File: src/rtl/node_endpoint.sv
// Core-side endpoint of a router local link: turns core messages into head+data flits
// and turns inbound flits back into framed payload words for the core.
module node_endpoint #(
  parameter int NODE_X   = 0,
  parameter int NODE_Y   = 0,
  parameter int RX_DEPTH = 4
) (
  input  logic        clk,
  input  logic        rst,
  input  logic        link_full_in,
  output logic        link_send,
  output logic [15:0] link_data_out,
  output logic        link_full_out,
  input  logic        link_recv,
  input  logic [15:0] link_data_in,
  input  logic        tx_start,
  input  logic [3:0]  tx_dest_x,
  input  logic [3:0]  tx_dest_y,
  input  logic [3:0]  tx_len,
  output logic        tx_busy,
  input  logic [15:0] tx_data,
  input  logic        tx_data_valid,
  output logic        tx_data_ready,
  output logic [15:0] rx_data,
  output logic        rx_valid,
  input  logic        rx_ready,
  output logic        rx_first,
  output logic        rx_last,
  output logic        rx_misroute,
  output logic        rx_overflow
);

  localparam int PTR_W = (RX_DEPTH > 1) ? $clog2(RX_DEPTH) : 1;
  localparam int CNT_W = PTR_W + 1;
  localparam logic [CNT_W-1:0] FULL_CNT = CNT_W'(RX_DEPTH);
  localparam logic [7:0] MY_DEST = {4'(NODE_X), 4'(NODE_Y)};

  // ---------------- transmit side ----------------
  typedef enum logic [1:0] {TX_IDLE, TX_HEAD, TX_BODY} tx_state_t;

  tx_state_t  tx_state_reg;
  logic [3:0] tx_x_reg;
  logic [3:0] tx_y_reg;
  logic [3:0] tx_len_reg;
  logic [3:0] tx_cnt_reg;

  // Link outputs follow link_full_in combinationally so a stall never lets a flit out.
  always_comb begin
    link_send     = 1'b0;
    link_data_out = 16'h0000;
    tx_data_ready = 1'b0;
    case (tx_state_reg)
      TX_HEAD: begin
        link_send     = !link_full_in;
        link_data_out = {tx_x_reg, tx_y_reg, tx_len_reg, 4'h0};
      end
      TX_BODY: begin
        tx_data_ready = !link_full_in;
        link_send     = tx_data_valid & !link_full_in;
        link_data_out = tx_data;
      end
      default: ;
    endcase
  end

  assign tx_busy = (tx_state_reg != TX_IDLE);

  always_ff @(posedge clk or posedge rst) begin
    if (rst) begin
      tx_state_reg <= TX_IDLE;
      tx_x_reg     <= 4'h0;
      tx_y_reg     <= 4'h0;
      tx_len_reg   <= 4'h0;
      tx_cnt_reg   <= 4'h0;
    end else begin
      case (tx_state_reg)
        TX_IDLE: begin
          if (tx_start && (tx_len != 4'h0)) begin
            tx_x_reg     <= tx_dest_x;
            tx_y_reg     <= tx_dest_y;
            tx_len_reg   <= tx_len;
            tx_state_reg <= TX_HEAD;
          end
        end
        TX_HEAD: begin
          if (link_send) begin
            tx_cnt_reg   <= tx_len_reg;
            tx_state_reg <= TX_BODY;
          end
        end
        TX_BODY: begin
          if (link_send) begin
            tx_cnt_reg <= tx_cnt_reg - 4'd1;
            if (tx_cnt_reg == 4'd1) tx_state_reg <= TX_IDLE;
          end
        end
        default: tx_state_reg <= TX_IDLE;
      endcase
    end
  end

  // ---------------- receive FIFO ----------------
  logic [15:0]      rx_mem [RX_DEPTH];
  logic [PTR_W-1:0] rx_wr_ptr_reg;
  logic [PTR_W-1:0] rx_rd_ptr_reg;
  logic [CNT_W-1:0] rx_cnt_reg;
  logic             rx_empty;
  logic             rx_push;
  logic             rx_pop;
  logic [15:0]      rx_head_flit;

  assign link_full_out = (rx_cnt_reg == FULL_CNT);
  assign rx_empty      = (rx_cnt_reg == '0);
  assign rx_push       = link_recv & !link_full_out;
  assign rx_head_flit  = rx_mem[rx_rd_ptr_reg];

  always_ff @(posedge clk) begin
    if (rx_push) rx_mem[rx_wr_ptr_reg] <= link_data_in;
  end

  // Power-of-two depth lets the pointers wrap by plain overflow.
  always_ff @(posedge clk or posedge rst) begin
    if (rst) begin
      rx_wr_ptr_reg <= '0;
      rx_rd_ptr_reg <= '0;
      rx_cnt_reg    <= '0;
    end else begin
      if (rx_push) rx_wr_ptr_reg <= rx_wr_ptr_reg + 1'b1;
      if (rx_pop)  rx_rd_ptr_reg <= rx_rd_ptr_reg + 1'b1;
      case ({rx_push, rx_pop})
        2'b10:   rx_cnt_reg <= rx_cnt_reg + 1'b1;
        2'b01:   rx_cnt_reg <= rx_cnt_reg - 1'b1;
        default: ;
      endcase
    end
  end

  // ---------------- receive framing ----------------
  typedef enum logic {RX_HEAD, RX_BODY} rx_state_t;

  rx_state_t  rx_state_reg;
  logic [3:0] rx_len_reg;
  logic [3:0] rx_idx_reg;
  logic       rx_misroute_reg;
  logic       rx_overflow_reg;

  assign rx_valid    = (rx_state_reg == RX_BODY) & !rx_empty;
  assign rx_data     = rx_valid ? rx_head_flit : 16'h0000;
  assign rx_first    = rx_valid & (rx_idx_reg == 4'd0);
  assign rx_last     = rx_valid & (rx_idx_reg == (rx_len_reg - 4'd1));
  assign rx_pop      = ((rx_state_reg == RX_HEAD) & !rx_empty) | (rx_valid & rx_ready);
  assign rx_misroute = rx_misroute_reg;
  assign rx_overflow = rx_overflow_reg;

  always_ff @(posedge clk or posedge rst) begin
    if (rst) begin
      rx_state_reg    <= RX_HEAD;
      rx_len_reg      <= 4'h0;
      rx_idx_reg      <= 4'h0;
      rx_misroute_reg <= 1'b0;
      rx_overflow_reg <= 1'b0;
    end else begin
      if (link_recv && link_full_out) rx_overflow_reg <= 1'b1;
      case (rx_state_reg)
        RX_HEAD: begin
          // Header is consumed internally; zero-length headers never reach the core.
          if (!rx_empty) begin
            rx_len_reg <= rx_head_flit[7:4];
            rx_idx_reg <= 4'h0;
            if (rx_head_flit[15:8] != MY_DEST) rx_misroute_reg <= 1'b1;
            if (rx_head_flit[7:4] != 4'h0) rx_state_reg <= RX_BODY;
          end
        end
        RX_BODY: begin
          if (rx_pop) begin
            rx_idx_reg <= rx_idx_reg + 4'd1;
            if (rx_last) rx_state_reg <= RX_HEAD;
          end
        end
        default: rx_state_reg <= RX_HEAD;
      endcase
    end
  end

endmodule

File: config.mk
export PLATFORM = sky130hd
export DESIGN_NAME = node_endpoint
export DESIGN_NICKNAME = d
export VERILOG_FILES = /design/src/rtl/node_endpoint.sv
export SDC_FILE = /design/constraint.sdc
export NUM_CORES = 1
export LEC_CHECK = 0
export ABC_AREA = 1
export BUFFER_PORTS_ARGS = -buffer_cell sky130_fd_sc_hd__buf_2
export CORE_ASPECT_RATIO = 0.9
export CORE_UTILIZATION = 50
export DETAILED_ROUTE_END_ITERATION = 8
export PLACE_DENSITY = 0.75
export SLEW_MARGIN = 30
export SYNTH_ARGS = -nofsm -noshare
export SYNTH_HDL_FRONTEND = slang
export SYNTH_SLANG_ARGS = --single-unit
export TNS_END_PERCENT = 30
File: constraint.sdc
create_clock -name clk -period 1.92 [get_ports clk]
set_input_delay 0.288 -clock clk [delete_from_list [all_inputs] [get_ports clk]]
set_output_delay 0.288 -clock clk [all_outputs]
set_load 0.02 [all_outputs]
==> impl_metrics.csv, run 1 <==
group,metric,value,unit
status,status,"complete, but fails checks",
status,violations,"setup timing",
drt,route.layer.met1.wl,4618,microns
drt,dr_wl_met3,573,microns
synth,syn_area_per_cell,9.443,sq um
floorplan,start_util,51.61,%
global_routing,grt_max_degree,37,
timing,timing.final.hold_violations,0,
synth,seq_area_frac_synth,59.67,%
final_layout,syn_to_final_growth,29.78,%
critical_path,crit_start,"rx_cnt_reg[0]$_DFFE_PP0P_",
cts,htree_levels,3,
global_routing,grt_pass1_vias,3637,
global_routing,grt-ovfl-total,0,
timing,fin_crit_sh,104.3,%
timing,worstMarginPinSlew,0.4774,ns
place,dpl.cell_count,716,
timing,slew_viol_final,0,
floorplan,die-area,0.009855,sq mm
synth,ys_seq_elements,100,
min_path,min_path_type,"in2async",
global_routing,grt_pass1_wl,16510,microns
job,drv_cap,0,
final_layout,final_area,0.006140,sq mm
synth,ys_top_cells_by_count,"nand2_1 (147), edfxtp_1 (64), inv_1 (55)",
floorplan,rows,33,
place,dp_hpwl,6709,microns
critical_path,critPathKind,"reg2reg",
synth,synthTopCellsByArea,"edfxtp_1 (41%), dfrtp_1 (19%), nand2_1 (12%), inv_1 (4.4%), o21ai_0 (3.9%)",
timing,relSlewSlack,68.18,%
power,power_leakage,2.780,nW
critical_path,cp-start-kind,"flip-flop",
drt,dr_total_vias,3871,
drt,wl_met2,5754,microns
cts,numCtsBuffers,9,
global_routing,antenna_found_initial,0,
cts,clk_pin_slew,0.10,ns
final_layout,final_nets,693,
synth,synthArstFlopShare,36.00,%
critical_path,r2r_slack,-0.08,ns
floorplan,ios,92,
place,preCtsSetupSlack,-0.007768,ns
timing,layout_setup_ws,-0.08173,ns
cts,clk_latency,0.37,ns
cts,ctsLongestPathBuffers,2,
final_layout,fin_cells,754,
timing,fin_skew,0.01101,ns
timing,layout_min_cycle_time,2.002,ns
synth,synth_warnings,0,
drt,vias_per_cell,5.134,
power,total_power,10.86,mW
drt,top_layer,"met4",
drt,wl,11120,microns
timing,setup-tns-final,-0.2350,ns
final_layout,diodes,0,
place,place_congestion,0.8283,
final_layout,largest_reg_flops,64,
synth,netlist-cell-type-count,28,
timing,rsz0062_at_grt,"yes",
synth,syn_nets,567,
place,dpl_cell_area,0.005416,sq mm
power,ir_drop,1059,uV
synth,synth_top_area_share,40.62,%
synth,synth_top_cell_by_area,"edfxtp_1",
critical_path,worstPathMaxFanout,3,
cts,cts_tree,"yes",
global_routing,grt.total_usage,21.86,%
final_layout,regMostFlops,"rx_mem",
power,power_density,1769,mW/mm^2
drt,routedWlPerCell,14.75,microns
floorplan,die_x,104.5,microns
floorplan,die_h,94.28,microns
critical_path,worstReg2RegStart,"rx_cnt_reg[0]$_DFFE_PP0P_",
synth,yosysMostFrequentCell,"nand2_1",
floorplan,core_area,0.009166,sq mm
drt,ant_nets,0,
place,port_buffers,91,
drt,drt_iter0_markers,210,
drt,drtPass1Iterations,5,
drt,drc_errors,0,
timing,timing.fmax,499.6,MHz
synth,syn-cell-area,0.004731,sq mm
synth,synthCells,501,
cts,cts_sinks,100,
critical_path,worstPathRequired,2.19,ns
critical_path,critPathArrivalTime,2.27,ns
critical_path,end_kind,"flip-flop",
synth,synth_edf_count,64,
cts,cts_root_buf,"clkbuf_8",
synth,synthFlopType,"edfxtp_1",
timing,setup_viol,10,
final_layout,drive_gt1_share,31.65,%
[metal layers]
layer,up-vias,global-route usage [%]
met5,-,0
met3,22,5.201
li1,1877,-
met1,1842,26.56
met2,130,37.58
met4,0,9.048
[report_power, final]
group | internal [mW] | switching (mW)
combinational | 2.57 | 3.59
sequential | 2.94 | 0.364
clock | 0.631 | 0.776
[critical path: stages (launching register included)]
cell	delay, ns
dfrtp_1	0.39
nor2_2	0.07
nand2_1	0.10
inv_1	0.06
nor2_2	0.19
nor2_4	0.07
inv_2	0.09
ha_4	0.14
inv_4	0.03
fa_2	0.37
a21oi_2	0.15
o21ai_2	0.07
xor2_1	0.16
[cells by family after synthesis]
family	share of synthesized area (%)
adders and majority gates	4.126
buffers and inverters	7.299
and+or+nand+nor	20.79
AOI/OAI and AO/OA	6.638
DFF	59.67
xor gates and xnor gates	1.481
[repair_timing]
item,4_1_cts,5_1_grt
hold buffers,0,0
hold endpoints to repair,0,0
resized for setup,26,80
pin swaps,3,18
setup endpoints to repair,38,35
buffers inserted,14,6
cloned,1,1
[placed cells by master (no fill, tap or decap), drive strengths merged]
master	count
a21oi	19
a31o	1
and2	1
buf	133
bufinv	1
clkbuf	10
clkinv	3
dfrtp	36
edfxtp	64
fa	1
ha	14
inv	60
nand2	150
nand3	34
nand4	5
nor2	49
nor3	1
o211ai	1
o21ai	38
o22ai	2
or2	1
xnor2	3
xor2	5
[final cells by class]
class                   count  area [sq um]
fillers                   685          3027
flip-flops and latches    100          2824
multi-input cells         325          1727
repair buffers            133         992.2
inverters                  58         237.7
well taps                 122         152.6
clock buffers              10         127.6
clock inverters             6         78.83
[stage by stage]
step / hold slack (ns) / util [%]
final: 0.007221 / 66.98
after global routing: 0.04104 / 66.98
after CTS: 0.01869 / 63.53
after detailed placement: 0.4247 / 59.09
after global placement: 0.4117 / 59.09
after floorplan: 0.3869 / -
[worst paths after layout]
| path | endpoint | cells past startpoint |
|---|---|---|
| hold reg to reg | rx_misroute$_DFFE_PP0P_ | 2 |
| setup reg to reg | rx_cnt_reg[2]$_DFFE_PP0P_ | 12 |
| setup / recovery | rx_cnt_reg[2]$_DFFE_PP0P_ | 12 |
| hold / removal | rx_cnt_reg[2]$_DFFE_PP0P_ | 3 |
| max in group asynchronous | rx_rd_ptr_reg[0]$_DFFE_PP0P_ | 3 |
| min in group clk | rx_mem[0][5]$_DFFE_PP_ | 1 |
(Power assumes the default switching activity.)
==> run 2: changes to the inputs <==
--- a/config.mk
+++ b/config.mk
@@ -7,10 +7,10 @@
 export LEC_CHECK = 0
 export ABC_AREA = 1
 export BUFFER_PORTS_ARGS = -buffer_cell sky130_fd_sc_hd__buf_2
-export CORE_ASPECT_RATIO = 0.9
-export CORE_UTILIZATION = 50
+export CORE_ASPECT_RATIO = 1.1
+export CORE_UTILIZATION = 59
 export DETAILED_ROUTE_END_ITERATION = 8
-export PLACE_DENSITY = 0.75
+export PLACE_DENSITY = 0.83
 export SLEW_MARGIN = 30
 export SYNTH_ARGS = -nofsm -noshare
 export SYNTH_HDL_FRONTEND = slang
==> constraint.sdc (replaced) <==
create_clock -name clk -period 2.4 [get_ports clk]
set_input_delay 0.36 -clock clk [delete_from_list [all_inputs] [get_ports clk]]
set_output_delay 0.36 -clock clk [all_outputs]
set_load 0.02 [all_outputs]
==> impl_metrics.csv, run 2 (same netlist as run 1, synthesis figures left out) <==
group,metric,value,unit
final_layout,drive_gt1_share,21.70,%
drt,dr_total_vias,3692,
global_routing,grt_pass1_vias,3589,
global_routing,grt_pass1_wl,15850,microns
global_routing,antenna_found_initial,0,
timing,holdWs,0.08359,ns
cts,cts_resized,1,
critical_path,worstPathRequired,2.04,ns
power,ir_drop,862.0,uV
final_layout,regMostFlops,"rx_mem",
critical_path,end_kind,"output pin",
timing,setup_viol,0,
drt,vias_per_cell,5.244,
place,port_buffers,91,
timing,relSlewSlack,52.05,%
status,status,"completed",
critical_path,worstReg2RegStart,"rx_cnt_reg[2]$_DFFE_PP0P_",
cts,cts_root_buf,"clkbuf_8",
drt,ant_nets,0,
final_layout,syn_to_final_growth,15.66,%
timing,setup-tns-final,0,ns
power,power_leakage,2.553,nW
critical_path,slowest_delay,0.40,ns
timing,rsz0062_at_grt,"no",
critical_path,crit_start,"rx_len_reg[0]$_DFFE_PP0P_",
min_path,min_path_type,"in2async",
timing,fin_skew,0.009233,ns
critical_path,cp_slowest_cell,"dfrtp_1",
cts,hold_buffers,0,
floorplan,die_h,95.92,microns
critical_path,path_cells,"inv_1 > ha_1 > or2_2 > nand4_1 > nor2_1 > and2_1 > buf_2",
floorplan,core_area,0.007597,sq mm
critical_path,critPathArrivalTime,1.88,ns
timing,slew_viol_final,0,
cts,cts_tree,"yes",
global_routing,grt_max_degree,37,
final_layout,multi_input_comb_area,0.001568,sq mm
cts,ctsLongestPathBuffers,2,
critical_path,cp-start-kind,"flip-flop",
critical_path,critPathKind,"reg2out",
drt,drt_iter0_markers,224,
global_routing,grt-ovfl-total,0,
job,drv_cap,0,
final_layout,final_nets,660,
final_layout,seq_area,0.002823,sq mm
cts,numCtsBuffers,9,
cts,cts_setup_buffers,0,
drt,wl,10030,microns
floorplan,die-area,0.008381,sq mm
drt,routedWlPerCell,14.25,microns
cts,clk_pin_slew,0.10,ns
final_layout,fillerInstances,597,
place,place_congestion,0.8502,
power,power_density,1336,mW/mm^2
place,dp_hpwl,7049,microns
cts,htree_levels,3,
floorplan,die_x,87.38,microns
global_routing,grt.total_usage,25.38,%
floorplan,rows,33,
timing,worstMarginPinSlew,0.7172,ns
timing,layout_min_cycle_time,2.240,ns
final_layout,diodes,0,
timing,fin_crit_sh,93.33,%
drt,drtPass1Iterations,4,
floorplan,start_util,62.27,%
timing,timing.final.hold_violations,0,
cts,clk_latency,0.36,ns
timing,timing.fmax,446.4,MHz
floorplan,ios,92,
final_layout,largest_reg_flops,64,
cts,cts_sinks,100,
critical_path,worstPathMaxFanout,4,
final_layout,final_common_cell,"nand2_1",
drt,drc_errors,0,
final_layout,layout_common_cells,"nand2_1 (147), buf_2 (91), edfxtp_1 (64), inv_1 (55), nor2_1 (45)",
## run 2: changes by cell type in the layout (fill, tap and decap cells not counted), moves of 8 or more
cell	before	now
a21oi_1	9	19
a21oi_2	10	0
buf_12	8	0
buf_2	65	91
buf_4	45	9
buf_6	15	0
nand2_1	138	147
nand2_2	12	3
## run 2: area by class of cell
cell class	instances	area share, %
Sequential cell	100	51.59
Multi-Input combinational cell	325	28.65
Timing Repair Buffer	100	9.559
Inverter	58	4.070
Tap cell	105	2.401
Clock buffer	9	2.264
Clock inverter	7	1.464
## run 2: routing by layer
metal	share of wire, %	vias up	global-route usage (%)
li1	-	1803	-
met1	39	1712	30.15
met2	52	161	44.34
met3	7.7	16	5.918
met4	1.8	0	10.79
met5	0	-	0
## run 2: where the power goes
group | internal [mW] | switching, mW | leakage [nW]
logic | 1.14 | 2.41 | 1.43
clock network | 0.499 | 0.605 | 0.103
registers | 2.35 | 0.316 | 1.02
total | 3.99 | 3.33 | 2.55
## run 2: per-stage QoR
step	worst slack [ns]	power [mW]	cells	instance area [sq um]	util, %
2_1_floorplan	0.5050	5.232	501	4731	-
4_1_cts	0.09280	7.326	704	5469	71.99
3_5_place_dp	0.3079	6.226	688	5263	69.27
6_report	0.1601	7.311	704	5472	72.02
5_1_grt	0.02221	7.860	704	5472	72.02
3_3_place_gp	0.3781	6.074	688	5263	69.27
## run 2: path summary, 6_finish.rpt
kind / to / slack (ns) / depth (start not counted)
setup / recovery: rx_last / 0.16 / 7
hold / removal: rx_idx_reg[3]$_DFFE_PP0P_ / 0.08 / 3
setup reg to reg: rx_cnt_reg[2]$_DFFE_PP0P_ / 0.27 / 12
hold reg to reg: rx_misroute$_DFFE_PP0P_ / 0.48 / 2
max in group asynchronous: rx_rd_ptr_reg[1]$_DFFE_PP0P_ / 1.98 / 3
min in group clk: rx_mem[2][11]$_DFFE_PP_ / 0.20 / 1
## run 2: critical path: cells and delay by family (launching register included)
kind | cells | cell delay (ns)
DFF | 1 | 0.40
and+or+nand+nor | 4 | 0.57
buffers and inverters | 2 | 0.24
adders and majority gates | 1 | 0.31
